[config.mk]
export PLATFORM = sky130hd
export DESIGN_NAME = csi2_line_monitor_flat
export DESIGN_NICKNAME = d
export VERILOG_FILES = /design/src/rtl/csi2_line_monitor_pkg.sv /design/src/rtl/csi2_line_monitor_if.sv /design/src/rtl/csi2_delay_line.sv /design/src/rtl/csi2_line_monitor.sv /design/src/flat_wrapper.sv
export SDC_FILE = /design/constraint.sdc
export NUM_CORES = 1
export LEC_CHECK = 0
export CAP_MARGIN = 20
export CORE_MARGIN = 2
export CORE_UTILIZATION = 30
export DETAILED_ROUTE_END_ITERATION = 16
export SLEW_MARGIN = 20
export SYNTH_ARGS = -nofsm -noshare
export SYNTH_HDL_FRONTEND = slang
export SYNTH_SLANG_ARGS = --single-unit
[constraint.sdc]
create_clock -name byte_clk_hs -period 3.01 [get_ports byte_clk_hs]
set_input_delay 0.602 -clock byte_clk_hs [delete_from_list [all_inputs] [get_ports byte_clk_hs]]
set_output_delay 0.602 -clock byte_clk_hs [all_outputs]
set_load 0.03 [all_outputs]
[src/rtl/csi2_line_monitor_pkg.sv]
// Shared camera package: checker FSM states, CSI-2 data types, saturating helpers.
package csi2_line_monitor_pkg;

   typedef enum logic [1:0] {
      IDLE,
      FRAME,
      LINE
   } mon_state_t;

   localparam logic [5:0] DT_FRAME_START = 6'h00;
   localparam logic [5:0] DT_FRAME_END   = 6'h01;
   localparam logic [5:0] DT_RAW10       = 6'h2B;

   // Adds up to two error events to an 8-bit counter, holding at 255.
   function automatic logic [7:0] sat_add8(input logic [7:0] a, input logic [1:0] b);
      logic [8:0] sum;
      sum = {1'b0, a} + {7'b0, b};
      return sum[8] ? 8'hFF : sum[7:0];
   endfunction

endpackage

[src/rtl/csi2_line_monitor_if.sv]
// Packet bus from the CSI-2 receiver IP into the line monitor.
interface csi2_line_monitor_if;
   logic        sp_en;
   logic        lp_av_en;
   logic [5:0]  datatype;
   logic [15:0] word_count;
   logic        payload_en;
   logic [7:0]  payload;

   modport master (
      output sp_en, lp_av_en, datatype, word_count, payload_en, payload
   );

   modport slave (
      input sp_en, lp_av_en, datatype, word_count, payload_en, payload
   );
endinterface

[src/rtl/csi2_delay_line.sv]
// Fixed-length register delay line, cleared by the asynchronous reset.
module csi2_delay_line #(
   parameter int unsigned WIDTH = 1,
   parameter int unsigned DEPTH = 1
) (
   input  logic             byte_clk_hs,
   input  logic             reset_n_clock_96MHz,
   input  logic [WIDTH-1:0] din,
   output logic [WIDTH-1:0] dout
);

   logic [WIDTH-1:0] stage_q [DEPTH];

   // Shift the input through DEPTH register stages every cycle.
   always_ff @(posedge byte_clk_hs or negedge reset_n_clock_96MHz) begin
      if (!reset_n_clock_96MHz) begin
         for (int unsigned i = 0; i < DEPTH; i++) stage_q[i] <= '0;
      end else begin
         stage_q[0] <= din;
         for (int unsigned i = 1; i < DEPTH; i++) stage_q[i] <= stage_q[i-1];
      end
   end

   assign dout = stage_q[DEPTH-1];

endmodule

[src/rtl/csi2_line_monitor.sv]
// Byte-clock alignment stage plus frame/line structure and word-count checker.
module csi2_line_monitor
   import csi2_line_monitor_pkg::*;
#(
   parameter logic [5:0] REF_DT = DT_RAW10
) (
   input  logic                       byte_clk_hs,
   input  logic                       reset_n_clock_96MHz,
   csi2_line_monitor_if.slave         rx,
   input  logic                       clear_i,
   output logic                       sp_en_o,
   output logic                       lp_av_en_o,
   output logic                       payload_en_o,
   output logic [7:0]                 payload_o,
   output logic                       frame_active_o,
   output logic [11:0]                line_count_o,
   output logic [11:0]                last_frame_lines_o,
   output logic [7:0]                 frame_count_o,
   output logic                       wc_error_o,
   output logic                       sync_error_o,
   output logic [7:0]                 error_count_o
);

   csi2_delay_line #(.WIDTH(2), .DEPTH(1)) u_strobe_dly (
      .byte_clk_hs         (byte_clk_hs),
      .reset_n_clock_96MHz (reset_n_clock_96MHz),
      .din                 ({rx.sp_en, rx.lp_av_en}),
      .dout                ({sp_en_o, lp_av_en_o})
   );

   csi2_delay_line #(.WIDTH(9), .DEPTH(3)) u_payload_dly (
      .byte_clk_hs         (byte_clk_hs),
      .reset_n_clock_96MHz (reset_n_clock_96MHz),
      .din                 ({rx.payload_en, rx.payload}),
      .dout                ({payload_en_o, payload_o})
   );

   mon_state_t  state_q, state_d;
   logic [11:0] line_q, line_d;
   logic [11:0] last_q, last_d;
   logic [7:0]  frame_q, frame_d;
   logic [15:0] expected_q, expected_d;
   logic [15:0] bytes_q, bytes_d;
   logic        wc_err_q, sync_err_q;
   logic [7:0]  err_cnt_q;
   logic        frame_act_q;
   logic        sync_ev, wc_ev;
   logic        is_fs, is_fe, is_ls;

   assign is_fs = rx.sp_en    && (rx.datatype == DT_FRAME_START);
   assign is_fe = rx.sp_en    && (rx.datatype == DT_FRAME_END);
   assign is_ls = rx.lp_av_en && (rx.datatype == REF_DT);

   // Register FSM state, counters and sticky error status.
   always_ff @(posedge byte_clk_hs or negedge reset_n_clock_96MHz) begin
      if (!reset_n_clock_96MHz) begin
         state_q     <= IDLE;
         line_q      <= '0;
         last_q      <= '0;
         frame_q     <= '0;
         expected_q  <= '0;
         bytes_q     <= '0;
         wc_err_q    <= 1'b0;
         sync_err_q  <= 1'b0;
         err_cnt_q   <= '0;
         frame_act_q <= 1'b0;
      end else begin
         state_q     <= state_d;
         line_q      <= line_d;
         last_q      <= last_d;
         frame_q     <= frame_d;
         expected_q  <= expected_d;
         bytes_q     <= bytes_d;
         frame_act_q <= (state_d != IDLE);
         // A new error event outranks a simultaneous clear.
         if (clear_i) begin
            wc_err_q   <= wc_ev;
            sync_err_q <= sync_ev;
            err_cnt_q  <= sat_add8('0, {1'b0, wc_ev} + {1'b0, sync_ev});
         end else begin
            wc_err_q   <= wc_err_q | wc_ev;
            sync_err_q <= sync_err_q | sync_ev;
            err_cnt_q  <= sat_add8(err_cnt_q, {1'b0, wc_ev} + {1'b0, sync_ev});
         end
      end
   end

   // Next-state, counter updates and error events; frame markers outrank payload.
   always_comb begin
      state_d    = state_q;
      line_d     = line_q;
      last_d     = last_q;
      frame_d    = frame_q;
      expected_d = expected_q;
      bytes_d    = bytes_q;
      sync_ev    = 1'b0;
      wc_ev      = 1'b0;
      unique case (state_q)
         IDLE: begin
            if (is_fs) begin
               state_d = FRAME;
               line_d  = '0;
            end else if (is_fe || is_ls) begin
               sync_ev = 1'b1;
            end
         end
         FRAME: begin
            if (is_fs) begin
               sync_ev = 1'b1;
               line_d  = '0;
            end else if (is_fe) begin
               state_d = IDLE;
               last_d  = line_q;
               frame_d = frame_q + 8'd1;
            end else if (is_ls) begin
               state_d    = LINE;
               expected_d = rx.word_count;
               bytes_d    = '0;
            end
         end
         LINE: begin
            if (is_fs) begin
               sync_ev = 1'b1;
               state_d = FRAME;
               line_d  = '0;
            end else if (is_fe) begin
               sync_ev = 1'b1;
               state_d = IDLE;
               last_d  = line_q;
               frame_d = frame_q + 8'd1;
            end else if (rx.payload_en) begin
               bytes_d = (bytes_q == '1) ? bytes_q : bytes_q + 16'd1;
            end else if ((bytes_q != '0) || (expected_q == '0)) begin
               wc_ev   = (bytes_q != expected_q);
               line_d  = (line_q == '1) ? line_q : line_q + 12'd1;
               state_d = FRAME;
            end
         end
         default: state_d = IDLE;
      endcase
   end

   assign frame_active_o     = frame_act_q;
   assign line_count_o       = line_q;
   assign last_frame_lines_o = last_q;
   assign frame_count_o      = frame_q;
   assign wc_error_o         = wc_err_q;
   assign sync_error_o       = sync_err_q;
   assign error_count_o      = err_cnt_q;

endmodule

[src/flat_wrapper.sv]
// flat-port wrapper written by rule: the top's interface ports become plain ports
module csi2_line_monitor_flat import csi2_line_monitor_pkg::*;
#(
   parameter logic [5:0] REF_DT = DT_RAW10
)
  (byte_clk_hs, reset_n_clock_96MHz, clear_i, sp_en_o, lp_av_en_o, payload_en_o, payload_o, frame_active_o, line_count_o, last_frame_lines_o, frame_count_o, wc_error_o, sync_error_o, error_count_o, rx_sp_en, rx_lp_av_en, rx_datatype, rx_word_count, rx_payload_en, rx_payload);
  csi2_line_monitor_if rx_i ();
  input  logic byte_clk_hs;
  input  logic reset_n_clock_96MHz;
  input  logic clear_i;
  output logic sp_en_o;
  output logic lp_av_en_o;
  output logic payload_en_o;
  output logic [7:0] payload_o;
  output logic frame_active_o;
  output logic [11:0] line_count_o;
  output logic [11:0] last_frame_lines_o;
  output logic [7:0] frame_count_o;
  output logic wc_error_o;
  output logic sync_error_o;
  output logic [7:0] error_count_o;
  input wire logic [$bits(rx_i.sp_en)-1:0] rx_sp_en;
  input wire logic [$bits(rx_i.lp_av_en)-1:0] rx_lp_av_en;
  input wire logic [$bits(rx_i.datatype)-1:0] rx_datatype;
  input wire logic [$bits(rx_i.word_count)-1:0] rx_word_count;
  input wire logic [$bits(rx_i.payload_en)-1:0] rx_payload_en;
  input wire logic [$bits(rx_i.payload)-1:0] rx_payload;
  assign rx_i.sp_en = rx_sp_en;
  assign rx_i.lp_av_en = rx_lp_av_en;
  assign rx_i.datatype = rx_datatype;
  assign rx_i.word_count = rx_word_count;
  assign rx_i.payload_en = rx_payload_en;
  assign rx_i.payload = rx_payload;
  csi2_line_monitor #(.REF_DT(REF_DT)) u_core (.byte_clk_hs(byte_clk_hs), .reset_n_clock_96MHz(reset_n_clock_96MHz), .rx(rx_i), .clear_i(clear_i), .sp_en_o(sp_en_o), .lp_av_en_o(lp_av_en_o), .payload_en_o(payload_en_o), .payload_o(payload_o), .frame_active_o(frame_active_o), .line_count_o(line_count_o), .last_frame_lines_o(last_frame_lines_o), .frame_count_o(frame_count_o), .wc_error_o(wc_error_o), .sync_error_o(sync_error_o), .error_count_o(error_count_o));
endmodule
==> results.md <==
* Maxcap violations at 0
* Compound-Gate Fraction of Synth Area at 6.39%
* Total leakage power at 3.00 nW
* Max clock buf depth at 2
* Post-CTS Hold Buffers at 0
* Total Wirelength at 10800 um
* Post-DRT Antenna Nets at 0
* Core area at 15800 um^2
* Share of layout cells above drive strength 1 at 22.4%
* Multi-input logic area at 2090 um^2
* CP startpoint kind: input port
* EDFF count, synth at 0
* Int Power at 2.36 mW
* Top FF cell, synth: dfrtp_1
* Die footprint at 17000 um^2
* Gr ovfl total at 0
* Hold Vio Cnt, Final at 0
* F_max at 0.337 GHz
* Distinct cell type count after synthesis at 51
* Synth-to-Final Area Change at 39.7%
* Largest family of logic cells by synthesized area: simple AND/OR/NAND/NOR gates
* Endpoints failing setup at 0
* Synth warnings at 0
* Pre-Repair DR Iteration Count at 4
* Avg Cell Area, Syn at 11.5 um^2
* Die W at 130 um
* CTS sink cnt at 106
* Ant. Diodes at 0
* Via density at 4.68
* FP Rows at 46
* Vias in the first global route at 3533
* Simple-Gate Fraction of Synth Area at 16.3%
* Filler Cell Count at 1514
* Final min period at 2.97 ns
* Switching share of power at 24.1%
* Io pins at 90
* Worst clock skew at 0.00862 ns
* Adder-Cell Fraction of Synth Area at 3.29%
* Placed Area at 6260 um^2
* Sw Pwr at 0.749 mW
* Outcome: completed
* Initial antenna violation count at 0
* Die Ht at 130 um
* Pin count of the biggest net entering global routing at 65
* Drt drc at 0
* Post-synthesis mux area share at 8.06%
* First-pass GRT wire length at 17300 um
* Crit end category: flop
* Clock Latency Late Sink at 0.35 ns
* Critical Path AT at 3.24 ns
* Mapped Area at 4800 um^2
* Top cell type's share of synthesized area at 55.3%
* CTS buffer count at 9
* Most common cell in the netlist: dfrtp_1
* Combinational group share of total power at 12.2%
* Starting density of the core at 30.4%
* Sequential cell area at 2650 um^2
* DP Wirelength at 7990 um
* 1st-iter DRT viols at 247
* Fin cells at 774
* Final worst path period share at 98.6%
* Fin. max-slew vios at 0
* Part of the power in registers at 49.2%
* TritonCTS clock tree: built
* Clock Pin Slew Worst Setup and Hold Paths at 0.07 ns
* XOR/XNOR share of the synthesized area at 7.30%
* # port buffers at 89
* Pwr per Cell Area at 463 nW/um^2
* Post-synthesis async set-or-reset flop share at 100%
* Cells after DPL at 753
* Number of synthesized register bits at 106
* Type of the most critical hold path: input port to async pin
* DR vias at 3624
* WS Path Type: input port to flop
* Worst slew pin tran at 0.595 ns
* Most frequent cells after synthesis: dfrtp_1, nor2_1, xnor2_1, mux2_2, nand2_1
* Post-layout instance area at 6700 um^2
* Root buf cell: clkbuf_16
* Routed length per instance at 13.9 um
* Seq/Total Area, Yosys at 55.3%
* Clock H-tree levels at 3
* Slew headroom at 60.3%
* Clock Power Share at 38.6%
* Routability Congestion at 0.930
* Leading area contributor after synthesis: dfrtp_1
* CP max FO at 5
* Cells after Synth at 416
* Synth top area cells: dfrtp_1, mux2_2, xnor2_1
* Final net count at 601
* Syn_nets at 464
* Total GRT Usage at 13.1%
* Peak VDD IR at 0.330 mV
* Data required, critical path at 3.28 ns
[final timing paths]
path / endpoint / from / slack [ns] / cells after the start
worst max register to register: u_core.error_count_o[4]$_DFF_PN0_ / u_core.expected_q[13]$_DFFE_PN0P_ / 0.17 / 13
worst min register to register: u_core.u_payload_dly.dout[5]$_DFF_PN0_ / u_core.u_payload_dly.stage_q[14]$_DFF_PN0_ / 0.35 / 0
worst max-delay path: u_core.error_count_o[4]$_DFF_PN0_ / rx_lp_av_en / 0.04 / 12
min in group byte_clk_hs: u_core.u_payload_dly.dout[5]$_DFF_PN0_ / u_core.u_payload_dly.stage_q[14]$_DFF_PN0_ / 0.35 / 0
max in group asynchronous: u_core.expected_q[6]$_DFFE_PN0P_ / reset_n_clock_96MHz / 2.03 / 2
worst min-delay path: u_core.last_frame_lines_o[7]$_DFFE_PN0P_ / reset_n_clock_96MHz / 0.25 / 1
[registers in the layout, indices dropped and copies added, names as in the netlist, 8 cells and up]
name                          flops
u_core.u_payload_dly.stage_q     18
u_core.u_payload_dly.dout         9
u_core.bytes_q                   16
u_core.error_count_o              8
u_core.last_frame_lines_o        12
u_core.expected_q                16
u_core.frame_count_o              8
u_core.line_count_o              12
[per-stage QoR]
step / power, mW / util (%) / setup TNS, ns / worst slack (ns) / hold slack, ns
floorplan: 1.72 / - / 0 / 0.0149 / 0.306
global placement: 1.92 / 39.7 / -5.02 / -0.687 / 0.332
detailed placement: 1.93 / 39.7 / -5.53 / -0.771 / 0.335
CTS: 3.16 / 42.2 / 0 / 0.0424 / 0.264
global route: 3.26 / 42.5 / -0.0117 / -0.0117 / 0.291
finish: 3.11 / 42.5 / 0 / 0.0408 / 0.254
[cell families after synthesis]
family / count (synthesis)
AOI/OAI and AO/OA: 46
adders and majority gates: 12
and+or+nand+nor: 145
buffers and inverters: 32
muxes: 35
DFF: 106
xor gates and xnor gates: 40
[metal layers]
layer / global-route usage, % / wire length (um) / vias to the layer above
met5: 0 / 0 / -
met4: 4.69 / 155 / 0
met3: 3.34 / 587 / 13
met2: 20.4 / 4960 / 95
met1: 17.8 / 5070 / 1774
li1: - / - / 1742
[area by class of cell]
cell class	instances	area share [%]
timing repair buffer	146	19.9
inverter	12	0.672
tap	216	4.03
sequential	106	39.6
multi-input combinational	278	31.2
clock inverter	3	0.691
clock buffer	13	3.88
[layout by cell type, fill, tap and decap left out, drive strengths merged, types with 2 or more instances in the layout]
master	instances
nor4	10
buf	58
a2bb2oi	2
o22ai	2
xnor2	31
or2	4
inv	13
nor3	9
nand4	21
clkbuf	13
dfrtp	106
a31oi	3
nor2	31
o21ai	10
or3b	2
nand2b	5
ha	11
and4	3
and3	6
xor2	9
mux2i	6
nand2	26
clkdlybuf4s50	83
a21oi	12
nor3b	3
nand3	18
mux2	29
a21o	6
a41oi	2
dlygate4sd2	4
[power by group through the flow]
stage | combinational, mW | sequential, mW | clock [mW]
2_1_floorplan | 0.149 | 1.57 | 0
3_3_place_gp | 0.366 | 1.55 | 0
3_5_place_dp | 0.372 | 1.55 | 0
4_1_cts | 0.381 | 1.53 | 1.25
5_1_grt | 0.416 | 1.53 | 1.30
6_report | 0.378 | 1.53 | 1.20
[critical path, stage by stage]
cell	delay, ns
clkdlybuf4s50_1	0.48
or3b_1	0.40
nor2_2	0.14
o21ai_2	0.08
a21oi_4	0.19
ha_4	0.23
ha_4	0.16
fa_2	0.37
nand2_2	0.08
nor2_2	0.06
or2_2	0.30
a21oi_2	0.13
[repair_timing]
action	CTS	global route
buffers inserted	2	3
gates resized for setup	22	6
pin swaps	7	4
endpoints found under the setup margin	8	8
No activity file was read; power rests on OpenSTA's default activity.
==> patch (same settings) <==
Register the output `line_count_o` once more, with the module's reset; this adds one clock of latency there. The other outputs are not delayed to match.
--- a/src/rtl/csi2_line_monitor.sv
+++ b/src/rtl/csi2_line_monitor.sv
@@ -143,3 +143,9 @@
    assign frame_active_o     = frame_act_q;
-   assign line_count_o       = line_q;
+   always_ff @(posedge byte_clk_hs or negedge reset_n_clock_96MHz) begin
+      if (!reset_n_clock_96MHz) begin
+         line_count_o <= '0;
+      end else begin
+         line_count_o <= line_q;
+      end
+   end
    assign last_frame_lines_o = last_q;
Behaviour: not the same (a bounded check fails within 4 cycles, from zero or initial values and one cycle with reset_n_clock_96MHz low).
==> patch against the original RTL <==
Design area increased by 15%. Die area grew 10%. The flow now finishes with violations (negative setup slack). Global-route usage is 1.3 points higher. Sequential cell count up 12. Cell count rose by 8.3%. Wire length increased by 21%. Critical path type is now reg2reg. Synthesized area grew 11%. Synthesized cell count up 8.2%. Setup slack worse by 54 ps. Non-clock buffer count increased by 13. Critical path depth is the same.
Power is not compared: it rests on default switching activity, and its combinational part moved more than twofold at a synthesized area within 25%.
==> patch: results (changes against the original RTL) <==
- Outcome: finished with violations
- Failing checks: negative setup slack
- Overall routing resource usage: 14.42% (+1.3 points)
- Slew margin rel.: 53.73% (-6.5 points)
- Compound-cell area share of the yosys netlist: 8.427% (+2.0 points)
- Drt via density: 4.866 (+3.9%)
- Nets@finish: 650 (+8.2%)
- H-Tree Depth: 4 (+1)
- Final setup viols: 1 (+1)
- Layout Skew: 10.86 ps (+2.247 ps)
- Worst path slowest cell: dfrtp_1
- Worst-path clk slew: 50 ps (-20 ps)
- # diodes: 0 (unchanged)
- Synth area leaders: dfrtp_1, mux2_2, xnor2_1
- Initial DRC count: 260 (+5.3%)
- Reg2reg start: u_core.expected_q[15]
- GPL Wtd Cong: 0.8949 (-3.7%)
- XOR/XNOR Fraction of Synth Area: 4.284% (-3.0 points)
- Seq/Total Area, Yosys: 55.56% (+0.26 points)
- Syn nets: 498 (+7.3%)
- First-pass GRT wire length: 20,690 um (+19%)
- Post-synthesis mux area share: 8.945% (+0.89 points)
- Post-DP HPWL: 8878 um (+11%)
- Worst path top cell family by delay: adder cells
- Total CTS buffers: 17 (+8)
- Reg2Reg Capture Point: u_core.error_count_o[2]
- WL final: 13,000 um (+21%)
- Pin count of the biggest net entering global routing: 52 (-20%)
- Crit Path Max Fanout: 3 (-2)
- Synth cell count leaders: dfrtp_1, nand2_1, mux2_2, xnor2_1, nand3_1
- Placed Cells: 781 (+3.7%)
- Final setup margin: -13.43 ps (-54.18 ps)
- Netlist cell types: 60 (+18%)
- Worst stage delay on the critical path: 410 ps (-70 ps)
- WHS: 230.4 ps (-23.48 ps)
[patch: changes by cell type after synthesis, moves of 9 or more]
| cell | before | now |
|---|---|---|
| nor2_1 | 31 | 13 |
| mux2i_1 | 6 | 16 |
| nand2b_1 | 5 | 14 |
| nand2_1 | 26 | 37 |
| dfrtp_1 | 106 | 118 |
| o31ai_1 | 0 | 9 |
[patch: cell type report]
type,count,area [um2]
Sequential cell,118,2955
Clock inverter,9,176.4
Tap cell,225,281.5
Timing Repair Buffer,159,1433
Multi-Input combinational cell,294,2328
Inverter,12,47.55
Clock buffer,21,450.4
Fill cell,1610,9624
[patch: worst max path at each step]
stage | cells after the start | slack (ps) | end | from
detailed placement | 12 | -670 | u_core.error_count_o[7] | rx_datatype[1]
floorplan | 12 | -140 | u_core.error_count_o[7] | rx_datatype[1]
global route | 12 | -150 | u_core.error_count_o[2] | u_core.expected_q[15]
CTS | 11 | 4 | u_core.error_count_o[7] | u_core.expected_q[10]
global placement | 12 | -570 | u_core.error_count_o[4] | rx_datatype[1]
finish | 12 | -10 | u_core.error_count_o[2] | u_core.expected_q[15]
[patch: timing repair]
item	in CTS	in global routing
setup buffers	19	8
resized for setup	14	33
endpoints found under the setup margin	8	9
pin swaps	13	15
[patch: metrics by stage]
| stage | setup slack [ps] | setup TNS (ps) | total power, mW |
|---|---|---|---|
| final | -13.43 | -13.43 | 4.904 |
| after global routing | -145.3 | -938.5 | 5.143 |
| after CTS | 4.488 | 0 | 4.889 |
| after detailed placement | -667.8 | -5068 | 2.667 |
| after global placement | -566.3 | -4362 | 2.646 |
| after floorplan | -139.7 | -780.9 | 2.325 |
[patch: layer usage]
metal / global-route usage, % / up-vias / routed length (um)
met5: 0 / - / 0
met4: 5.670 / 0 / 214
met3: 4.037 / 17 / 601
met2: 22.58 / 110 / 6267
met1: 18.87 / 2018 / 5912
li1: - / 1933 / -
[patch: cell families (layout without fill, tap and decap cells)]
group | count (synthesis) | in the layout
XOR/XNOR | 26 | 26
AO/OA/AOI/OAI | 62 | 62
adder cells (fa/ha/maj) | 12 | 12
flip-flops | 118 | 118
AND/OR/NAND/NOR | 150 | 150
multiplexers | 44 | 44
buffers and inverters | 38 | 201
[patch: power groups by stage]
stage          Combinational, mW  Clock (mW)  Sequential, mW
2_1_floorplan              0.464           0            1.86
3_3_place_gp               0.826           0            1.82
3_5_place_dp               0.842           0            1.82
4_1_cts                    0.868        2.22            1.80
5_1_grt                     1.02        2.30            1.83
6_report                   0.933        2.16            1.81
